`src/rtl/cmd_uart_wrapper.sv`:
```
// Knight-side UART endpoint: pairs two received bytes (high first) into a 16-bit
// command with a ready flag, and serializes 8-bit responses back over TX.
module cmd_uart_wrapper #(
    parameter int BAUD_DIV = 434
) (
    input  logic        clk,
    input  logic        rst,
    input  logic        RX,
    output logic        TX,
    output logic [15:0] cmd,
    output logic        cmd_rdy,
    input  logic        clr_cmd_rdy,
    input  logic [7:0]  resp,
    input  logic        trmt,
    output logic        tx_done
);
    localparam int CW = $clog2(BAUD_DIV);
    // Counters run down to zero, so a load of N-1 spans N clocks.
    localparam logic [CW-1:0] FULL = CW'(BAUD_DIV - 1);
    localparam logic [CW-1:0] HALF = CW'(BAUD_DIV / 2 - 1);

    typedef enum logic [1:0] {RX_IDLE, RX_START, RX_DATA, RX_STOP} rx_state_t;
    typedef enum logic {TX_IDLE, TX_XMIT} tx_state_t;

    rx_state_t       rx_state, rx_nxt;
    logic            rx_s1, rx_s2, rx_prev;
    logic [CW-1:0]   rx_cnt;
    logic [2:0]      rx_bits;
    logic [7:0]      rx_sr, hi_byte;
    logic            hi_held;
    logic            rx_fall, rx_exp, stop_smp, cmd_done;

    tx_state_t       tx_state, tx_nxt;
    logic [CW-1:0]   tx_cnt;
    logic [3:0]      tx_bits;
    logic [9:0]      tx_sr;
    logic            tx_exp;

    assign rx_fall  = rx_prev & ~rx_s2;
    assign rx_exp   = (rx_cnt == '0);
    assign stop_smp = (rx_state == RX_STOP) && rx_exp;
    assign cmd_done = stop_smp && rx_s2 && hi_held;
    assign tx_exp   = (tx_cnt == '0);
    assign TX       = tx_sr[0];

    always_comb begin
        rx_nxt = rx_state;
        case (rx_state)
            RX_IDLE:  if (rx_fall) rx_nxt = RX_START;
            RX_START: if (rx_exp) rx_nxt = rx_s2 ? RX_IDLE : RX_DATA;
            RX_DATA:  if (rx_exp && rx_bits == 3'd7) rx_nxt = RX_STOP;
            RX_STOP:  if (rx_exp) rx_nxt = RX_IDLE;
            default:  rx_nxt = RX_IDLE;
        endcase
    end

    always_ff @(posedge clk) begin
        if (rst) begin
            rx_state <= RX_IDLE;
            rx_s1    <= 1'b1;
            rx_s2    <= 1'b1;
            rx_prev  <= 1'b1;
            rx_cnt   <= HALF;
            rx_bits  <= '0;
            rx_sr    <= '0;
            hi_byte  <= '0;
            hi_held  <= 1'b0;
            cmd      <= '0;
            cmd_rdy  <= 1'b0;
        end else begin
            rx_s1    <= RX;
            rx_s2    <= rx_s1;
            rx_prev  <= rx_s2;
            rx_state <= rx_nxt;

            if (rx_state == RX_IDLE) begin
                rx_cnt  <= HALF;
                rx_bits <= '0;
            end else if (rx_exp) begin
                rx_cnt <= FULL;
            end else begin
                rx_cnt <= rx_cnt - CW'(1);
            end

            if (rx_state == RX_DATA && rx_exp) begin
                rx_sr   <= {rx_s2, rx_sr[7:1]};
                rx_bits <= rx_bits + 3'd1;
            end

            // A bad stop bit drops the byte and any held high byte.
            if (stop_smp) begin
                if (!rx_s2) begin
                    hi_held <= 1'b0;
                end else if (!hi_held) begin
                    hi_byte <= rx_sr;
                    hi_held <= 1'b1;
                end else begin
                    cmd     <= {hi_byte, rx_sr};
                    hi_held <= 1'b0;
                end
            end

            if (cmd_done)
                cmd_rdy <= 1'b1;
            else if (clr_cmd_rdy || (rx_state == RX_IDLE && rx_fall && !hi_held))
                cmd_rdy <= 1'b0;
        end
    end

    always_comb begin
        tx_nxt = tx_state;
        case (tx_state)
            TX_IDLE: if (trmt) tx_nxt = TX_XMIT;
            TX_XMIT: if (tx_exp && tx_bits == 4'd9) tx_nxt = TX_IDLE;
            default: tx_nxt = TX_IDLE;
        endcase
    end

    always_ff @(posedge clk) begin
        if (rst) begin
            tx_state <= TX_IDLE;
            tx_cnt   <= FULL;
            tx_bits  <= '0;
            tx_sr    <= '1;
            tx_done  <= 1'b0;
        end else begin
            tx_state <= tx_nxt;
            if (tx_state == TX_IDLE) begin
                tx_cnt  <= FULL;
                tx_bits <= '0;
                if (trmt) begin
                    tx_sr   <= {1'b1, resp, 1'b0};
                    tx_done <= 1'b0;
                end
            end else if (tx_exp) begin
                // Shifting in ones leaves the line idle-high once the frame is out.
                tx_cnt  <= FULL;
                tx_sr   <= {1'b1, tx_sr[9:1]};
                tx_bits <= tx_bits + 4'd1;
                if (tx_bits == 4'd9) tx_done <= 1'b1;
            end else begin
                tx_cnt <= tx_cnt - CW'(1);
            end
        end
    end
endmodule
```
`config.mk`:
```
export PLATFORM = sky130hd
export DESIGN_NAME = cmd_uart_wrapper
export DESIGN_NICKNAME = d
export VERILOG_FILES = /design/src/rtl/cmd_uart_wrapper.sv
export SDC_FILE = /design/constraint.sdc
export NUM_CORES = 1
export LEC_CHECK = 0
export BUFFER_PORTS_ARGS = -buffer_cell sky130_fd_sc_hd__buf_2
export CAP_MARGIN = 20
export CORE_MARGIN = 2
export CORE_UTILIZATION = 58
export DETAILED_ROUTE_END_ITERATION = 6
export GPL_ROUTABILITY_DRIVEN = 0
export PLACE_DENSITY_LB_ADDON = 0.3
export SYNTH_ARGS = -nofsm -noshare
export SYNTH_HDL_FRONTEND = slang
export SYNTH_SLANG_ARGS = --single-unit
```
`constraint.sdc`:
```
create_clock -name clk -period 2.4 [get_ports clk]
set_clock_uncertainty 0.15 [all_clocks]
set_input_delay 0 -clock clk [delete_from_list [all_inputs] [get_ports clk]]
set_output_delay 0 -clock clk [all_outputs]
set_load 0.05 [all_outputs]
```
==> impl_metrics.env, run 1 <==
export IMPL_maxCapViolations=0
export IMPL_grt_overflow_total=0
export IMPL_cts_htree_levels=3
export IMPL_postLayoutCoreUtil_pct=69.0
export IMPL_groute_usage_overall_pct=21.8
export IMPL_area_growth_syn_to_layout_pct=16.7
export IMPL_timing_hold_worst_path_depth=2
export IMPL_synth_area_leader_cell="sky130_fd_sc_hd__dfxtp_1"
export IMPL_wl_met3_um=222
export IMPL_hold_path_startpoint="rst"
export IMPL_unrepaired_setup_endpoints_after_global_routing="false"
export IMPL_synth_yosys_seq_area_share_pct=46.7
export IMPL_synth_cell_types=40
export IMPL_synth_fp_nets=345
export IMPL_register_bit_total_from_synthesis=75
export IMPL_clk_insertion_delay_late_ns=0.34
export IMPL_route_detailed_wl_per_inst_um=14.1
export IMPL_setup_tns_final_ns=0
export IMPL_die_h_um=78.5
export IMPL_drt_initial_drc_count=164
export IMPL_timing_max_transition_violations_final=0
export IMPL_post_synth_cell_area_avg_um2=9.86
export IMPL_netlist_area_um2=3220
export IMPL_route_antenna_remaining_nets=0
export IMPL_die_w_um=78.5
export IMPL_timing_hold_worst_endpoint="cmd_rdy"
export IMPL_clk_pin_slew_worst_paths_ns=0.08
export IMPL_max_clock_path_buffers=2
export IMPL_route_final_wire_length_um=6290
export IMPL_netlist_top_cells_area="sky130_fd_sc_hd__dfxtp_1 47%, sky130_fd_sc_hd__mux2i_1 11%, sky130_fd_sc_hd__nand2b_1 8.0%, sky130_fd_sc_hd__a21oi_1 2.3%, sky130_fd_sc_hd__ha_1 2.3%"
export IMPL_clock_sinks=75
export IMPL_grt_antenna_before_repair=0
export IMPL_critical_path_reg2reg_endpoint="tx_sr[4]"
export IMPL_buffer_ports_inserted=31
export IMPL_timing_fmax_ghz=0.455
export IMPL_critical_path_required_ns=2.51
export IMPL_holdCritPathClass="input pin to flip-flop"
export IMPL_overall_die_area_um2=6160
export IMPL_tritoncts_clock_tree="built"
export IMPL_max_slew_worst_pin_slew_ns=0.814
export IMPL_beginning_of_the_worst_register_to_register_path="tx_cnt[0]"
export IMPL_worstPathArrival_ns=2.31
export IMPL_route_detailed_vias_per_inst=5.61
export IMPL_drt_met1_wl_um=2910
export IMPL_postSynth_topFlopCell="sky130_fd_sc_hd__dfxtp_1"
export IMPL_std_cell_rows=27
export IMPL_drive_gt1_share_pct=17.6
export IMPL_post_cts_hold_buffer_count=12
export IMPL_start_kind="flip-flop"
export IMPL_met2_length_um=3060
export IMPL_cts_buffers=9
export IMPL_worst_path_max_fanout=15
export IMPL_synth_top_cell_area_share_pct=46.7
export IMPL_static_leakage_power_nw=1.54
export IMPL_number_of_flops_mapped_to_enable_cells_by_yosys=0
export IMPL_cp_end_kind="flip-flop"
export IMPL_pin_count=32
export IMPL_cts_setup_buffers=0
export IMPL_max_layer_used="met4"
export IMPL_grt_max_degree=59
export IMPL_p_per_area_nw_per_um2=627
export IMPL_num_antenna_cells=0
export IMPL_route_detailed_drc=0
export IMPL_detailedPlacementHpwl_um=3960
export IMPL_timing_hold_violations_final=0
export IMPL_setup_worst_path_start="tx_cnt[0]"
export IMPL_period_share_pct=91.6
export IMPL_timing_worst_setup_path_type="flip-flop to flip-flop"
export IMPL_ff2ff_path_depth=6
export IMPL_finish_net_count=389
export IMPL_yosys_warnings=0
export IMPL_first_drt_pass_iteration_count=4
export IMPL_cts_root_buffer="sky130_fd_sc_hd__clkbuf_8"
export IMPL_run_status="complete, no violations"
export IMPL_initial_core_util_pct=59.1
export IMPL_synthesis_instances=326
export IMPL_via_count=2507
export IMPL_final_min_clock_period_ns=2.20
export IMPL_rrSetupSlack_ns=0.20
export IMPL_max_slew_margin_rel_pct=45.7
export IMPL_core_region_area_um2=5440
export IMPL_first_global_vias=2382
export IMPL_design_power_total_w=0.00235
export IMPL_cts_resized_gates=0
export IMPL_final_setup_viol_count=0
export IMPL_vdd_ir_drop_max_v=0.000398
export IMPL_grt_first_pass_wirelength_um=10800
export IMPL_async_flop_share_pct=0
cells by family after synthesis:
group,count (synthesis),share of synthesized area (%)
muxes,35,10.9
adders and majority gates,6,2.33
buffers and inverters,28,4.09
xor gates and xnor gates,4,1.09
and+or+nand+nor,120,22.5
AOI/OAI and AO/OA,58,12.5
DFF,75,46.7
final cells by class:
| cell class | count | area, um2 |
|---|---|---|
| tap | 72 | 90.1 |
| multi-input combinational | 223 | 1580 |
| clock inverter | 4 | 32.5 |
| fill | 451 | 1690 |
| inverter | 8 | 30.0 |
| timing repair buffer | 53 | 350 |
| sequential | 75 | 1500 |
| clock buffer | 12 | 165 |
cells in the mapped netlist, types with 6 or more instances:
| cell | count |
|---|---|
| sky130_fd_sc_hd__or3_1 | 10 |
| sky130_fd_sc_hd__a221oi_1 | 8 |
| sky130_fd_sc_hd__a21oi_1 | 15 |
| sky130_fd_sc_hd__clkbuf_1 | 15 |
| sky130_fd_sc_hd__o21ai_0 | 7 |
| sky130_fd_sc_hd__nand2_1 | 15 |
| sky130_fd_sc_hd__nand3_1 | 7 |
| sky130_fd_sc_hd__or2_2 | 6 |
| sky130_fd_sc_hd__mux2i_1 | 35 |
| sky130_fd_sc_hd__inv_1 | 8 |
| sky130_fd_sc_hd__ha_1 | 6 |
| sky130_fd_sc_hd__o211ai_1 | 7 |
| sky130_fd_sc_hd__dfxtp_1 | 75 |
| sky130_fd_sc_hd__o31ai_1 | 9 |
| sky130_fd_sc_hd__nand2b_1 | 41 |
| sky130_fd_sc_hd__nor2_1 | 6 |
| sky130_fd_sc_hd__or4_1 | 9 |
flip-flops by register name, summed over array words and instances (netlist names), named ones only:
name / cells
rx_state: 1
hi_held: 1
rx_s2: 1
rx_s1: 1
tx_bits: 4
rx_prev: 1
cmd_rdy: 1
tx_sr: 9
cmd: 16
rx_sr: 8
rx_cnt: 9
tx_done: 1
tx_state: 1
tx_cnt: 9
hi_byte: 8
rx_bits: 3
power breakdown:
part,internal (W),switching [W]
Clock,0.000466,0.000472
Combinational,0.0000651,0.0000614
Sequential,0.00127,0.0000219
metal layers:
metal  vias to the layer above  track usage, %
met5                         -               0
met4                         0            10.2
met3                         9            3.91
met2                        53            36.2
met1                      1181            27.4
li1                       1264               -
layout by cell type (no fill, tap or decap), types with 3 or more instances in the layout:
| cell type | netlist | routed |
|---|---|---|
| sky130_fd_sc_hd__a21oi_1 | 15 | 15 |
| sky130_fd_sc_hd__a221oi_1 | 8 | 8 |
| sky130_fd_sc_hd__buf_2 | 2 | 31 |
| sky130_fd_sc_hd__buf_4 | 0 | 10 |
| sky130_fd_sc_hd__clkbuf_8 | 0 | 12 |
| sky130_fd_sc_hd__dfxtp_1 | 75 | 75 |
| sky130_fd_sc_hd__dlygate4sd3_1 | 0 | 12 |
| sky130_fd_sc_hd__ha_1 | 6 | 6 |
| sky130_fd_sc_hd__inv_1 | 8 | 8 |
| sky130_fd_sc_hd__mux2i_1 | 35 | 35 |
| sky130_fd_sc_hd__nand2_1 | 15 | 15 |
| sky130_fd_sc_hd__nand2b_1 | 41 | 41 |
| sky130_fd_sc_hd__nand3_1 | 7 | 7 |
| sky130_fd_sc_hd__nand4_1 | 5 | 5 |
| sky130_fd_sc_hd__nor2_1 | 6 | 6 |
| sky130_fd_sc_hd__nor2b_1 | 4 | 4 |
| sky130_fd_sc_hd__nor3_1 | 5 | 5 |
| sky130_fd_sc_hd__nor3b_1 | 3 | 3 |
| sky130_fd_sc_hd__o211ai_1 | 7 | 7 |
| sky130_fd_sc_hd__o21ai_0 | 7 | 7 |
| sky130_fd_sc_hd__o31ai_1 | 9 | 9 |
| sky130_fd_sc_hd__or2_2 | 6 | 6 |
| sky130_fd_sc_hd__or3_1 | 10 | 10 |
| sky130_fd_sc_hd__or4_1 | 9 | 9 |
| sky130_fd_sc_hd__xnor2_1 | 4 | 4 |
worst max-delay path by stage:
| stage | end |
|---|---|
| 2_1_floorplan | cmd[2] |
| 3_3_place_gp | cmd[4] |
| 3_5_place_dp | cmd[3] |
| 4_1_cts | cmd[10] |
| 5_1_grt | cmd[10] |
| 6_report | tx_sr[4] |
worst max-delay path, stage by stage, from the launching register on:
cell	delay (ns)
sky130_fd_sc_hd__dfxtp_1	0.33
sky130_fd_sc_hd__inv_1	0.06
sky130_fd_sc_hd__ha_1	0.20
sky130_fd_sc_hd__or4b_1	0.67
sky130_fd_sc_hd__buf_4	0.25
sky130_fd_sc_hd__or3_1	0.37
sky130_fd_sc_hd__o211ai_1	0.09
through the flow:
step	hold WS, ns	worst slack, ns	area [um2]	std cells
final	0.139	0.202	3750	447
after CTS	0.126	0.205	3750	447
after detailed placement	0.0357	0.230	3430	419
after global placement	0.0337	0.279	3430	419
after global routing	0.195	0.0836	3750	447
after floorplan	-0.0462	0.205	3220	326
Power figures use the tool's default switching activity.
==> run 2, diff against run 1 <==
==> constraint.sdc (replaced) <==
create_clock -name clk -period 2.4 [get_ports clk]
set_clock_uncertainty 0.15 [all_clocks]
set_input_delay 0.36 -clock clk [delete_from_list [all_inputs] [get_ports clk]]
set_output_delay 0.36 -clock clk [all_outputs]
set_load 0.05 [all_outputs]
==> impl_metrics.env, run 2 (synthesis results as in run 1) <==
export IMPL_die_w_um=78.5
export IMPL_max_clock_path_buffers=2
export IMPL_slowest_delay_ns=0.66
export IMPL_grt_max_degree=38
export IMPL_std_cell_rows=27
export IMPL_vdd_ir_drop_max_v=0.000405
export IMPL_grt_antenna_before_repair=0
export IMPL_overall_die_area_um2=6160
export IMPL_postLayoutCoreUtil_pct=67.4
export IMPL_clk_insertion_delay_late_ns=0.34
export IMPL_max_slew_worst_pin_slew_ns=0.707
export IMPL_static_leakage_power_nw=1.50
export IMPL_timing_max_transition_violations_final=0
export IMPL_max_flop_register="cmd"
export IMPL_critical_path_required_ns=2.52
export IMPL_detailedPlacementHpwl_um=3950
export IMPL_layout_commonest_cell="sky130_fd_sc_hd__dfxtp_1"
export IMPL_max_slew_margin_rel_pct=52.4
export IMPL_timing_hold_violations_final=0
export IMPL_clk_pin_slew_worst_paths_ns=0.08
export IMPL_worst_path_max_fanout=15
export IMPL_area_of_all_placed_cells_without_fillers_um2=3670
export IMPL_worstPathCellList="inv_1 -> ha_1 -> or4b_1 -> or4_1 -> a21oi_1"
export IMPL_route_final_wire_length_um=5900
export IMPL_commonest_non_fill_non_tap_cells_in_the_layout="75 x sky130_fd_sc_hd__dfxtp_1, 41 x sky130_fd_sc_hd__nand2b_1, 35 x sky130_fd_sc_hd__mux2i_1, 31 x sky130_fd_sc_hd__buf_2"
export IMPL_critical_path_reg2reg_endpoint="tx_bits[3]"
export IMPL_maxCapViolations=0
export IMPL_run_status="complete, no violations"
export IMPL_setup_tns_final_ns=0
export IMPL_cp_end_kind="flip-flop"
export IMPL_pin_count=32
export IMPL_start_kind="flip-flop"
export IMPL_clock_sinks=75
export IMPL_drt_initial_drc_count=149
export IMPL_worstPathArrival_ns=2.31
export IMPL_route_detailed_wl_per_inst_um=13.5
export IMPL_timing_fmax_ghz=0.456
export IMPL_beginning_of_the_worst_register_to_register_path="tx_cnt[0]"
export IMPL_core_region_area_um2=5440
export IMPL_layout_setup_ws_ns=0.208
export IMPL_first_drt_pass_iteration_count=4
export IMPL_route_detailed_vias_per_inst=5.67
export IMPL_largest_register_ff_count=16
export IMPL_period_share_pct=91.3
export IMPL_route_detailed_drc=0
export IMPL_cts_htree_levels=3
export IMPL_ff2ff_path_depth=5
export IMPL_rrSetupSlack_ns=0.21
export IMPL_cts_setup_buffers=0
export IMPL_initial_core_util_pct=59.1
export IMPL_grt_first_pass_wirelength_um=10400
export IMPL_finish_net_count=378
export IMPL_fillCellCount=441
export IMPL_fin_hold_ws_ns=0.0505
export IMPL_grt_overflow_total=0
export IMPL_cts_resized_gates=0
export IMPL_buffer_ports_inserted=31
export IMPL_setup_worst_path_start="tx_cnt[0]"
export IMPL_area_growth_syn_to_layout_pct=14.0
export IMPL_number_of_stages_on_the_worst_setup_path=5
export IMPL_timing_worst_setup_path_type="flip-flop to flip-flop"
export IMPL_route_antenna_remaining_nets=0
export IMPL_p_per_area_nw_per_um2=672
export IMPL_critical_path_endpoint="tx_bits[3]"
export IMPL_tritoncts_clock_tree="built"
export IMPL_drive_gt1_share_pct=18.4
export IMPL_groute_usage_overall_pct=21.2
export IMPL_dpl_cell_area_um2=3440
export IMPL_dpl_worst_slack_ns=0.235
export IMPL_holdCritPathClass="input pin to flip-flop"
export IMPL_first_global_vias=2319
export IMPL_final_setup_viol_count=0
export IMPL_path_delay_family="simple AND/OR/NAND/NOR gates"
export IMPL_cpMaxStageDelayCell="sky130_fd_sc_hd__or4b_1"
export IMPL_cts_root_buffer="sky130_fd_sc_hd__clkbuf_8"
export IMPL_unrepaired_setup_endpoints_after_global_routing="false"
export IMPL_critPathBufInv=1
export IMPL_via_count=2471
export IMPL_final_min_clock_period_ns=2.19
export IMPL_die_h_um=78.5
export IMPL_num_antenna_cells=0
export IMPL_post_cts_hold_buffer_count=0
export IMPL_cts_buffers=9
==> run 2: worst min path at each step <==
stage	to	slack, ns	start	depth (start not counted)
3_3_place_gp	tx_cnt[0]	0.24	tx_cnt[0]	1
2_1_floorplan	tx_cnt[0]	0.23	tx_cnt[0]	1
3_5_place_dp	rx_s2	0.25	rx_s1	1
5_1_grt	rx_s1	0.03	RX	2
4_1_cts	rx_s1	0.03	RX	2
6_report	rx_s1	0.05	RX	2
==> run 2: power by group <==
group	switching, W	leakage (nW)	total, W	internal [W]
sequential	0.0000216	0.608	0.00129	0.00127
clock	0.000476	0.102	0.00107	0.000590
combinational	0.0000566	0.790	0.000109	0.0000523
==> run 2: through the flow <==
stage / total power (W) / cells
finish: 0.00246 / 436
global route: 0.00257 / 436
CTS: 0.00249 / 436
detailed placement: 0.00143 / 420
global placement: 0.00142 / 420
floorplan: 0.00139 / 326
==> run 2: cell type report <==
class                   count  area (um2)  area share, %
inverters                   8        30.0          0.819
clock buffers               9         124           3.38
well taps                  72        90.1           2.46
flip-flops and latches     75        1500           41.0
multi-input cells         223        1580           43.2
repair buffers             42         238           6.48
clock inverters             7         100           2.73
==> run 2: worst reg2reg max path, cell delays in order (launching register included) <==
cell and delay, ns:
sky130_fd_sc_hd__dfxtp_1 0.33, sky130_fd_sc_hd__inv_1 0.06, sky130_fd_sc_hd__ha_1 0.21, sky130_fd_sc_hd__or4b_1 0.66, sky130_fd_sc_hd__or4_1 0.57, sky130_fd_sc_hd__a21oi_1 0.15
==> run 2: per-layer routing <==
layer | wire (um) | track usage, % | up-vias
li1 | - | - | 1244
met1 | 2800 | 27.7 | 1179
met2 | 2840 | 33.6 | 41
met3 | 180 | 5.17 | 7
met4 | 86 | 8.77 | 0
met5 | 0 | 0 | -
==> run 3, diff against run 2 <==
Settings changed: CORE_MARGIN 2 to 4.
==> impl_metrics.env, run 3 (synthesis results as in run 1) <==
export IMPL_grt_overflow_total=0
export IMPL_area_of_all_placed_cells_without_fillers_um2=3670
export IMPL_first_drt_pass_iteration_count=4
export IMPL_route_detailed_wl_per_inst_um=14.0
export IMPL_std_cell_rows=26
export IMPL_final_setup_viol_count=0
export IMPL_post_cts_hold_buffer_count=0
export IMPL_max_flop_register="cmd"
export IMPL_drt_met1_wl_um=2820
export IMPL_worstPathCellList="inv_1 -> ha_1 -> or4b_1 -> or4_1 -> a21oi_1"
export IMPL_cts_setup_buffers=0
export IMPL_setup_worst_path_start="tx_cnt[0]"
export IMPL_clock_sinks=75
export IMPL_timing_hold_violations_final=0
export IMPL_p_per_area_nw_per_um2=676
export IMPL_start_kind="flip-flop"
export IMPL_clk_insertion_delay_late_ns=0.34
export IMPL_worst_path_max_fanout=16
export IMPL_initial_core_util_pct=61.4
export IMPL_clk_pin_slew_worst_paths_ns=0.08
export IMPL_route_detailed_drc=0
export IMPL_grt_antenna_before_repair=0
export IMPL_period_share_pct=91.8
export IMPL_first_global_vias=2408
export IMPL_design_power_total_w=0.00248
export IMPL_setup_tns_final_ns=0
export IMPL_area_growth_syn_to_layout_pct=14.2
export IMPL_timing_max_transition_violations_final=0
export IMPL_core_region_area_um2=5240
export IMPL_unrepaired_setup_endpoints_after_global_routing="false"
export IMPL_max_slew_margin_rel_pct=53.1
export IMPL_holdCritPathClass="input pin to flip-flop"
export IMPL_timing_worst_setup_path_type="flip-flop to flip-flop"
export IMPL_critical_path_required_ns=2.53
export IMPL_critPathBufInv=1
export IMPL_grt_first_pass_wirelength_um=10500
export IMPL_max_clock_path_buffers=2
export IMPL_cts_resized_gates=0
export IMPL_buffer_ports_inserted=31
export IMPL_drt_initial_drc_count=159
export IMPL_vdd_ir_drop_max_v=0.000416
export IMPL_final_min_clock_period_ns=2.20
export IMPL_die_w_um=82.5
export IMPL_met2_length_um=2810
export IMPL_largest_register_ff_count=16
export IMPL_cp_end_kind="flip-flop"
export IMPL_route_detailed_vias_per_inst=5.69
export IMPL_layout_commonest_cell="sky130_fd_sc_hd__dfxtp_1"
export IMPL_cpMaxStageDelayCell="sky130_fd_sc_hd__or4b_1"
export IMPL_die_h_um=82.5
export IMPL_hold_path_startpoint="RX"
export IMPL_route_antenna_remaining_nets=0
export IMPL_tritoncts_clock_tree="built"
export IMPL_cts_htree_levels=3
export IMPL_via_count=2476
export IMPL_rrSetupSlack_ns=0.20
export IMPL_finish_net_count=379
export IMPL_overall_die_area_um2=6800
export IMPL_grt_max_degree=49
export IMPL_max_slew_worst_pin_slew_ns=0.703
export IMPL_max_layer_used="met4"
export IMPL_maxCapViolations=0
export IMPL_timing_fmax_ghz=0.454
export IMPL_drive_gt1_share_pct=18.4
export IMPL_run_status="complete, no violations"
export IMPL_slowest_delay_ns=0.68
export IMPL_worstPathArrival_ns=2.33
export IMPL_wl_met3_um=365
export IMPL_cts_root_buffer="sky130_fd_sc_hd__clkbuf_8"
export IMPL_groute_usage_overall_pct=19.8
export IMPL_commonest_non_fill_non_tap_cells_in_the_layout="75 x sky130_fd_sc_hd__dfxtp_1, 41 x sky130_fd_sc_hd__nand2b_1, 35 x sky130_fd_sc_hd__mux2i_1, 31 x sky130_fd_sc_hd__buf_2"
export IMPL_beginning_of_the_worst_register_to_register_path="tx_cnt[0]"
export IMPL_cts_buffers=9
export IMPL_dpl_cell_area_um2=3450
export IMPL_path_delay_family="simple AND/OR/NAND/NOR gates"
export IMPL_num_antenna_cells=0
export IMPL_pin_count=32
export IMPL_static_leakage_power_nw=1.51
export IMPL_route_final_wire_length_um=6080
export IMPL_detailedPlacementHpwl_um=3940
[run 3: final cells by class]
class                           instances  area, um2
Multi-Input combinational cell        223       1580
Fill cell                             405       1560
Sequential cell                        75       1500
Timing Repair Buffer                   43        245
Clock buffer                           11        141
Tap cell                               70       87.6
Clock inverter                          5       85.1
Inverter                                8       30.0
[run 3: worst register-to-register path, delay by kind of cell (launching register included)]
kind                     cells  cell delay [ns]
AND/OR/NAND/NOR              2             1.25
flip-flops                   1             0.33
adder cells (fa/ha/maj)      1             0.20
AO/OA/AOI/OAI                1             0.15
buffers and inverters        1             0.06
[run 3: power by group]
| group | internal, W | switching (W) |
|---|---|---|
| combinational | 0.0000526 | 0.0000578 |
| sequential | 0.00127 | 0.0000210 |
| clock | 0.000620 | 0.000468 |
| total | 0.00194 | 0.000546 |
[run 3: routing by layer]
layer / vias up / GRT usage, %
li1: 1246 / -
met5: - / 0
met2: 69 / 31.8
met3: 8 / 5.31
met1: 1153 / 24.9
met4: 0 / 8.31
[run 3: per-stage QoR]
stage	util (%)	hold slack [ns]	worst slack, ns	cells
after global placement	65.8	0.240	0.279	419
after CTS	70.1	0.0347	0.196	435
final	70.1	0.0407	0.197	435
after global routing	70.1	0.0419	0.0303	435
after detailed placement	65.8	0.248	0.218	419
after floorplan	-	0.229	0.205	326
[run 3: final timing paths]
check	endpoint	depth (start not counted)
max reg2reg	tx_bits[3]	5
max	tx_bits[3]	5
min	rx_s1	2
min reg2reg	rx_s2	1
